===== src/rtl/vend_pkg.sv =====
// Shared types and constants for the vending controller: FSM states, control key
// codes, coin values and the keypad validity helper.
package vend_pkg;

  typedef enum logic [2:0] {
    IDLE,
    SELECT,
    QTY,
    PAY,
    VEND
  } state_t;

  localparam logic [3:0] KEY_START   = 4'd15;
  localparam logic [3:0] KEY_CONFIRM = 4'd14;
  localparam logic [3:0] KEY_CANCEL  = 4'd13;

  // Coin keys 0..3 are worth 1, 2, 5 and 10; key 0 in the LSBs.
  localparam logic [15:0] COIN_TABLE = {4'd10, 4'd5, 4'd2, 4'd1};

  function automatic logic one_hot4(input logic [3:0] v);
    return (v != 4'd0) && ((v & (v - 4'd1)) == 4'd0);
  endfunction

  // Exactly one column and exactly one row pulled low.
  function automatic logic key_valid(input logic [3:0] c, input logic [3:0] r);
    return one_hot4(~c) && one_hot4(~r);
  endfunction

  function automatic logic [3:0] coin_value(input logic [1:0] k);
    return COIN_TABLE[{k, 2'b00} +: 4];
  endfunction

endpackage


===== src/rtl/keypad_decoder.sv =====
// Samples the active-low 4x4 keypad once and turns a released-to-valid-key
// transition into a single press event carrying the key index.
module keypad_decoder
  import vend_pkg::*;
(
  input  logic       clk,
  input  logic       reset,
  input  logic [3:0] c,
  input  logic [3:0] r,
  output logic       press,
  output logic [3:0] key
);

  logic [3:0] c_p0;
  logic [3:0] r_p0;
  logic       armed;
  logic [1:0] row;
  logic [1:0] col;

  // Stage p0: registered keypad sample and press arming
  always_ff @(posedge clk) begin
    if (!reset) begin
      c_p0  <= 4'hF;
      r_p0  <= 4'hF;
      armed <= 1'b1;
    end else begin
      c_p0 <= c;
      r_p0 <= r;
      if (c_p0 == 4'hF && r_p0 == 4'hF)
        armed <= 1'b1;
      else if (press)
        armed <= 1'b0;
    end
  end

  always_comb begin
    row = 2'd0;
    col = 2'd0;
    for (int i = 0; i < 4; i++) begin
      if (!r_p0[i]) row = 2'(i);
      if (!c_p0[i]) col = 2'(i);
    end
  end

  assign press = armed && key_valid(c_p0, r_p0);
  assign key   = {row, col};

endmodule


===== src/rtl/vend_controller.sv =====
// Vending controller top: purchase FSM, money datapath, per-product stock and
// inactivity timeout, driven by press events from the keypad decoder.
module vend_controller
  import vend_pkg::*;
#(
  parameter int                              NUM_PRODUCTS   = 4,
  parameter int                              PRICE_W        = 8,
  parameter logic [NUM_PRODUCTS*PRICE_W-1:0] PRICES         = {8'd25, 8'd20, 8'd15, 8'd10},
  parameter int                              MAX_QTY        = 4,
  parameter int                              INIT_STOCK     = 3,
  parameter int                              TIMEOUT_CYCLES = 1000
) (
  input  logic               clk,
  input  logic               reset,
  input  logic [3:0]         c,
  input  logic [3:0]         r,
  output logic [PRICE_W-1:0] view_price,
  output logic [7:0]         view_quantity,
  output logic [PRICE_W-1:0] view_price_q,
  output logic [PRICE_W-1:0] entered_amount,
  output logic [PRICE_W-1:0] change_amount,
  output logic               vend_valid,
  output logic [3:0]         vend_product,
  output logic [7:0]         vend_qty,
  output logic               error
);

  localparam int STOCK_W = 8;
  localparam int TMO_W   = $clog2(TIMEOUT_CYCLES + 1);

  logic                 press;
  logic [3:0]           key;
  state_t               state, state_nxt;
  logic [3:0]           sel, sel_nxt;
  logic [PRICE_W-1:0]   price_nxt, total_nxt, entered_nxt, change_nxt;
  logic [7:0]           qty_nxt;
  logic                 vend_nxt, error_nxt;
  logic [TMO_W-1:0]     tmo_cnt;
  logic                 active, timeout;
  logic                 key_is_prod;
  logic [PRICE_W-1:0]   price_key;
  logic [STOCK_W-1:0]   stock_key, stock_sel;
  logic [PRICE_W+3:0]   qty_total;
  logic [PRICE_W:0]     coin_sum;
  logic                 qty_ok;
  logic [PRICE_W-1:0]   price_tab [NUM_PRODUCTS];
  logic [STOCK_W-1:0]   stock     [NUM_PRODUCTS];

  keypad_decoder u_keypad (
    .clk   (clk),
    .reset (reset),
    .c     (c),
    .r     (r),
    .press (press),
    .key   (key)
  );

  for (genvar g = 0; g < NUM_PRODUCTS; g++) begin : g_price
    assign price_tab[g] = PRICES[g*PRICE_W +: PRICE_W];
  end

  always_comb begin
    key_is_prod = 1'b0;
    price_key   = '0;
    stock_key   = '0;
    stock_sel   = '0;
    for (int i = 0; i < NUM_PRODUCTS; i++) begin
      if (key == 4'(i)) begin
        key_is_prod = 1'b1;
        price_key   = price_tab[i];
        stock_key   = stock[i];
      end
      if (sel == 4'(i)) stock_sel = stock[i];
    end
  end

  assign qty_total = {4'b0, view_price} * {{PRICE_W{1'b0}}, key};
  assign coin_sum  = {1'b0, entered_amount} + {{(PRICE_W-3){1'b0}}, coin_value(key[1:0])};
  assign qty_ok    = (key >= 4'd1) && (key <= 4'(MAX_QTY)) &&
                     ({4'b0, key} <= stock_sel) && (qty_total[PRICE_W+3:PRICE_W] == 4'd0);
  assign active    = (state == SELECT) || (state == QTY) || (state == PAY);
  assign timeout   = active && (tmo_cnt == TMO_W'(TIMEOUT_CYCLES - 1));

  always_comb begin
    state_nxt   = state;
    sel_nxt     = sel;
    price_nxt   = view_price;
    qty_nxt     = view_quantity;
    total_nxt   = view_price_q;
    entered_nxt = entered_amount;
    change_nxt  = change_amount;
    vend_nxt    = 1'b0;
    error_nxt   = 1'b0;
    // Timeout takes priority over any press decoded on the same edge.
    if (timeout || (press && active && key == KEY_CANCEL)) begin
      change_nxt  = entered_amount;
      price_nxt   = '0;
      qty_nxt     = '0;
      total_nxt   = '0;
      entered_nxt = '0;
      state_nxt   = IDLE;
    end else begin
      case (state)
        IDLE: begin
          if (press && key == KEY_START) begin
            price_nxt   = '0;
            qty_nxt     = '0;
            total_nxt   = '0;
            entered_nxt = '0;
            state_nxt   = SELECT;
          end
        end
        SELECT: begin
          if (press) begin
            if (key_is_prod && stock_key != '0) begin
              sel_nxt   = key;
              price_nxt = price_key;
              state_nxt = QTY;
            end else begin
              error_nxt = 1'b1;
            end
          end
        end
        QTY: begin
          if (press) begin
            if (key == KEY_CONFIRM) begin
              if (view_quantity != 8'd0) state_nxt = PAY;
              else                       error_nxt = 1'b1;
            end else if (qty_ok) begin
              qty_nxt   = {4'b0, key};
              total_nxt = qty_total[PRICE_W-1:0];
            end else begin
              error_nxt = 1'b1;
            end
          end
        end
        PAY: begin
          if (press) begin
            if (key[3:2] == 2'b00 && !coin_sum[PRICE_W]) begin
              entered_nxt = coin_sum[PRICE_W-1:0];
              if (coin_sum[PRICE_W-1:0] >= view_price_q) state_nxt = VEND;
            end else begin
              error_nxt = 1'b1;
            end
          end
        end
        VEND: begin
          vend_nxt   = 1'b1;
          change_nxt = entered_amount - view_price_q;
          state_nxt  = IDLE;
        end
        default: state_nxt = IDLE;
      endcase
    end
  end

  always_ff @(posedge clk) begin
    if (!reset) begin
      state          <= IDLE;
      sel            <= '0;
      view_price     <= '0;
      view_quantity  <= '0;
      view_price_q   <= '0;
      entered_amount <= '0;
      change_amount  <= '0;
      vend_valid     <= 1'b0;
      vend_product   <= '0;
      vend_qty       <= '0;
      error          <= 1'b0;
      tmo_cnt        <= '0;
    end else begin
      state          <= state_nxt;
      sel            <= sel_nxt;
      view_price     <= price_nxt;
      view_quantity  <= qty_nxt;
      view_price_q   <= total_nxt;
      entered_amount <= entered_nxt;
      change_amount  <= change_nxt;
      vend_valid     <= vend_nxt;
      error          <= error_nxt;
      if (vend_nxt) begin
        vend_product <= sel;
        vend_qty     <= view_quantity;
      end
      if (!active || press || timeout) tmo_cnt <= '0;
      else                             tmo_cnt <= tmo_cnt + 1'b1;
    end
  end

  always_ff @(posedge clk) begin
    for (int i = 0; i < NUM_PRODUCTS; i++) begin
      if (!reset)
        stock[i] <= STOCK_W'(INIT_STOCK);
      else if (vend_nxt && sel == 4'(i))
        stock[i] <= stock[i] - view_quantity;
    end
  end

endmodule


===== config.mk =====
export PLATFORM = sky130hd
export DESIGN_NAME = vend_controller
export DESIGN_NICKNAME = d
export VERILOG_FILES = /design/src/rtl/vend_pkg.sv /design/src/rtl/keypad_decoder.sv /design/src/rtl/vend_controller.sv
export SDC_FILE = /design/constraint.sdc
export NUM_CORES = 1
export LEC_CHECK = 0
export CAP_MARGIN = 20
export CORE_MARGIN = 10
export CORE_UTILIZATION = 50
export DETAILED_ROUTE_END_ITERATION = 7
export GPL_TIMING_DRIVEN = 1
export PLACE_DENSITY = 0.8
export SETUP_SLACK_MARGIN = 0.3
export SLEW_MARGIN = 40
export SYNTH_ARGS = -nofsm -noshare
export SYNTH_HDL_FRONTEND = slang
export SYNTH_HIERARCHICAL = 1
export SYNTH_SLANG_ARGS = --single-unit
export TNS_END_PERCENT = 1

===== constraint.sdc =====
create_clock -name clk -period 4.56 [get_ports clk]
set_input_delay 0.912 -clock clk [delete_from_list [all_inputs] [get_ports clk]]
set_output_delay 0.912 -clock clk [all_outputs]
set_load 0.05 [all_outputs]

==> reports/summary.txt <==
Run status: finished clean
Post-synth design cell area: 6650 um^2
Fill cells: 1,180
Final Hold Viols: 0
First-pass GRT wire length: 25,700 um
# port buffers: 52
Crit path launch type: register
Reg2reg start: u_keypad/r_p0[2]
Dominant cells by area after synthesis: dfxtp_1 21%, edfxtp_1 14%, ha_1 9.8%
Post-DP HPWL: 11,900 um
Max FO, Critical Path: 14
Initial antenna violation count: 0
Post-route minimum period: 3860 ps
WS Path Type: register to register
Fmax: 0.259 GHz
Clock Latency Late Sink: 360 ps
Total track usage: 0.172
Yosys reg bits: 101
Starting Density: 0.506
Primary FF master, synth: dfxtp_1
Final period utilization: 0.847
Cells after Synth: 735
Final Core Density: 0.577
Register area share after synthesis: 0.352
CTS root buffer: clkbuf_16
RSZ-0062 raised after global routing: false
Row cnt: 42
DR iter-0 viols: 287
RD Place Congestion: 0.895
Worst Setup End Kind: register
Ys Warns: 6
Die X-Extent: 135 um
First-pass detailed-route iteration total: 5
H-tree levels: 3
Avg Inst Size Synth: 9.05 um^2
Leak pwr: 2.97 nW
DRC viols: 0
Hold WC Path Type: register to register
Post-CTS Hold Buffers: 0
ANT nets after route: 0
Post-CTS setup buffers: 0
Peak VDD IR: 0.000181 V
Final setup vio count: 0
Dpl ws: 725 ps
Worst-margin pin slew: 744 ps
Worst slew margin: 0.503
Commonest non-fill, non-tap cells in the layout: 77 x nand2_1, 69 x dfxtp_1, 57 x nor2_1
Vias: 5,435
Final Worst Setup Slack: 698 ps
Avg WL per Cell: 16.6 um
Total wire length: 15,800 um
Vias/cell: 5.70
Placeable Area: 13,100 um^2
Critical Path Start: u_keypad/r_p0[2]
CTS resizes: 0
WP data arrival: 4140 ps
Largest net degree at the start of global routing: 29
Clock Tree Buf Depth: 2
Reg clk slew, reported paths: 70 ps
GR Overflow Total: 0
Top Ports: 64
Final Max Slew Viols: 0
Cts bufs inserted: 9
Cell taking the most area after synthesis: dfxtp_1
Die Ht: 135 um
Setup TNS: 0 ps
ANT cells: 0
Req. time, crit path: 4840 ps
Fin nets: 847
EDFF count, synth: 32
Cell variety after synth: 71
Clock sinks: 101
Share of cells above drive strength 1: 0.0591
CTS tree: built
Async set-reset flop share out of synthesis: 0
Min-delay src: vend_product[1]
Maximum Capacitance Violations: 0
Vias in the first global route: 5,077
Final worst clock skew: 5.96 ps
Power Density: 251 nW/um^2
Most common cell after layout, fill and taps aside: nand2_1
Top cell type's share of synthesized area: 0.208
Area delta synth->final: 14.0%
Die Area: 18,300 um^2
-- worst paths after layout --
check,to,slack (ps),cells past startpoint
worst max-delay path,view_price_q[3],700,14
worst min-delay path,vend_product[1],460,2
worst max register to register,view_price_q[3],700,14
worst min register to register,vend_product[1],460,2
-- cells in the mapped netlist, drive strengths merged (22+ instances only) --
library cell  instances
xnor2                22
nand3                27
buf                  22
dfxtp                69
nor3                 25
ha                   52
a21oi                29
nand2                77
nor2                 60
edfxtp               32
o21ai                25
inv                  43
-- worst max-delay path: stages (launching register included) --
cell	delay, ps
dfxtp_1	350
nand2_1	380
nand2_1	150
fa_1	560
inv_1	50
fa_1	560
inv_1	60
fa_1	430
nand2b_1	200
a21oi_1	230
or3_1	140
o211ai_1	120
a21oi_2	170
buf_4	190
mux2i_1	200
-- area by class of cell --
cell class	count	area, um^2	area share
clock buffers	12	256	0.0338
multi-input cells	558	3970	0.523
clock inverters	4	53.8	0.00710
flip-flops and latches	101	2340	0.309
well taps	176	220	0.0290
repair buffers	60	581	0.0766
inverters	43	161	0.0213
-- kinds of logic after synthesis --
kind of cell             synth area share
AO/OA/AOI/OAI                       0.117
multiplexers                       0.0406
adder cells (fa/ha/maj)             0.135
XOR/XNOR                           0.0513
flip-flops                          0.352
other                            0.000564
AND/OR/NAND/NOR                     0.244
buffers and inverters              0.0592
-- registers in the layout, summed over array words and instances (netlist names) --
signal          count
change_amount       8
entered_amount      8
error               1
sel                 4
state               3
stock              32
tmo_cnt            10
u_keypad/armed      1
u_keypad/c_p0       4
u_keypad/r_p0       4
vend_product        4
vend_qty            4
vend_valid          1
view_price          5
view_price_q        8
view_quantity       4
-- stage by stage --
step | instances | power (mW) | hold WS (ps) | cell area [um^2]
final | 954 | 1.91 | 458 | 7580
after global routing | 954 | 1.97 | 473 | 7580
after CTS | 954 | 1.92 | 457 | 7580
after detailed placement | 938 | 1.12 | 442 | 7270
after global placement | 938 | 1.11 | 440 | 7260
after floorplan | 745 | 1.09 | 426 | 6690
-- where the power goes --
part	internal, mW	total (mW)	switching [mW]
registers	0.937	0.952	0.0144
clock network	0.458	0.806	0.348
logic	0.0509	0.148	0.0973
-- per-layer routing --
metal	up-vias	GRT usage	wire length, um
met5	-	0	0
met4	0	0.0568	310
met3	19	0.0412	884
met2	152	0.289	7780
met1	2612	0.211	6860
li1	2652	-	-
(Power assumes the default switching activity.)
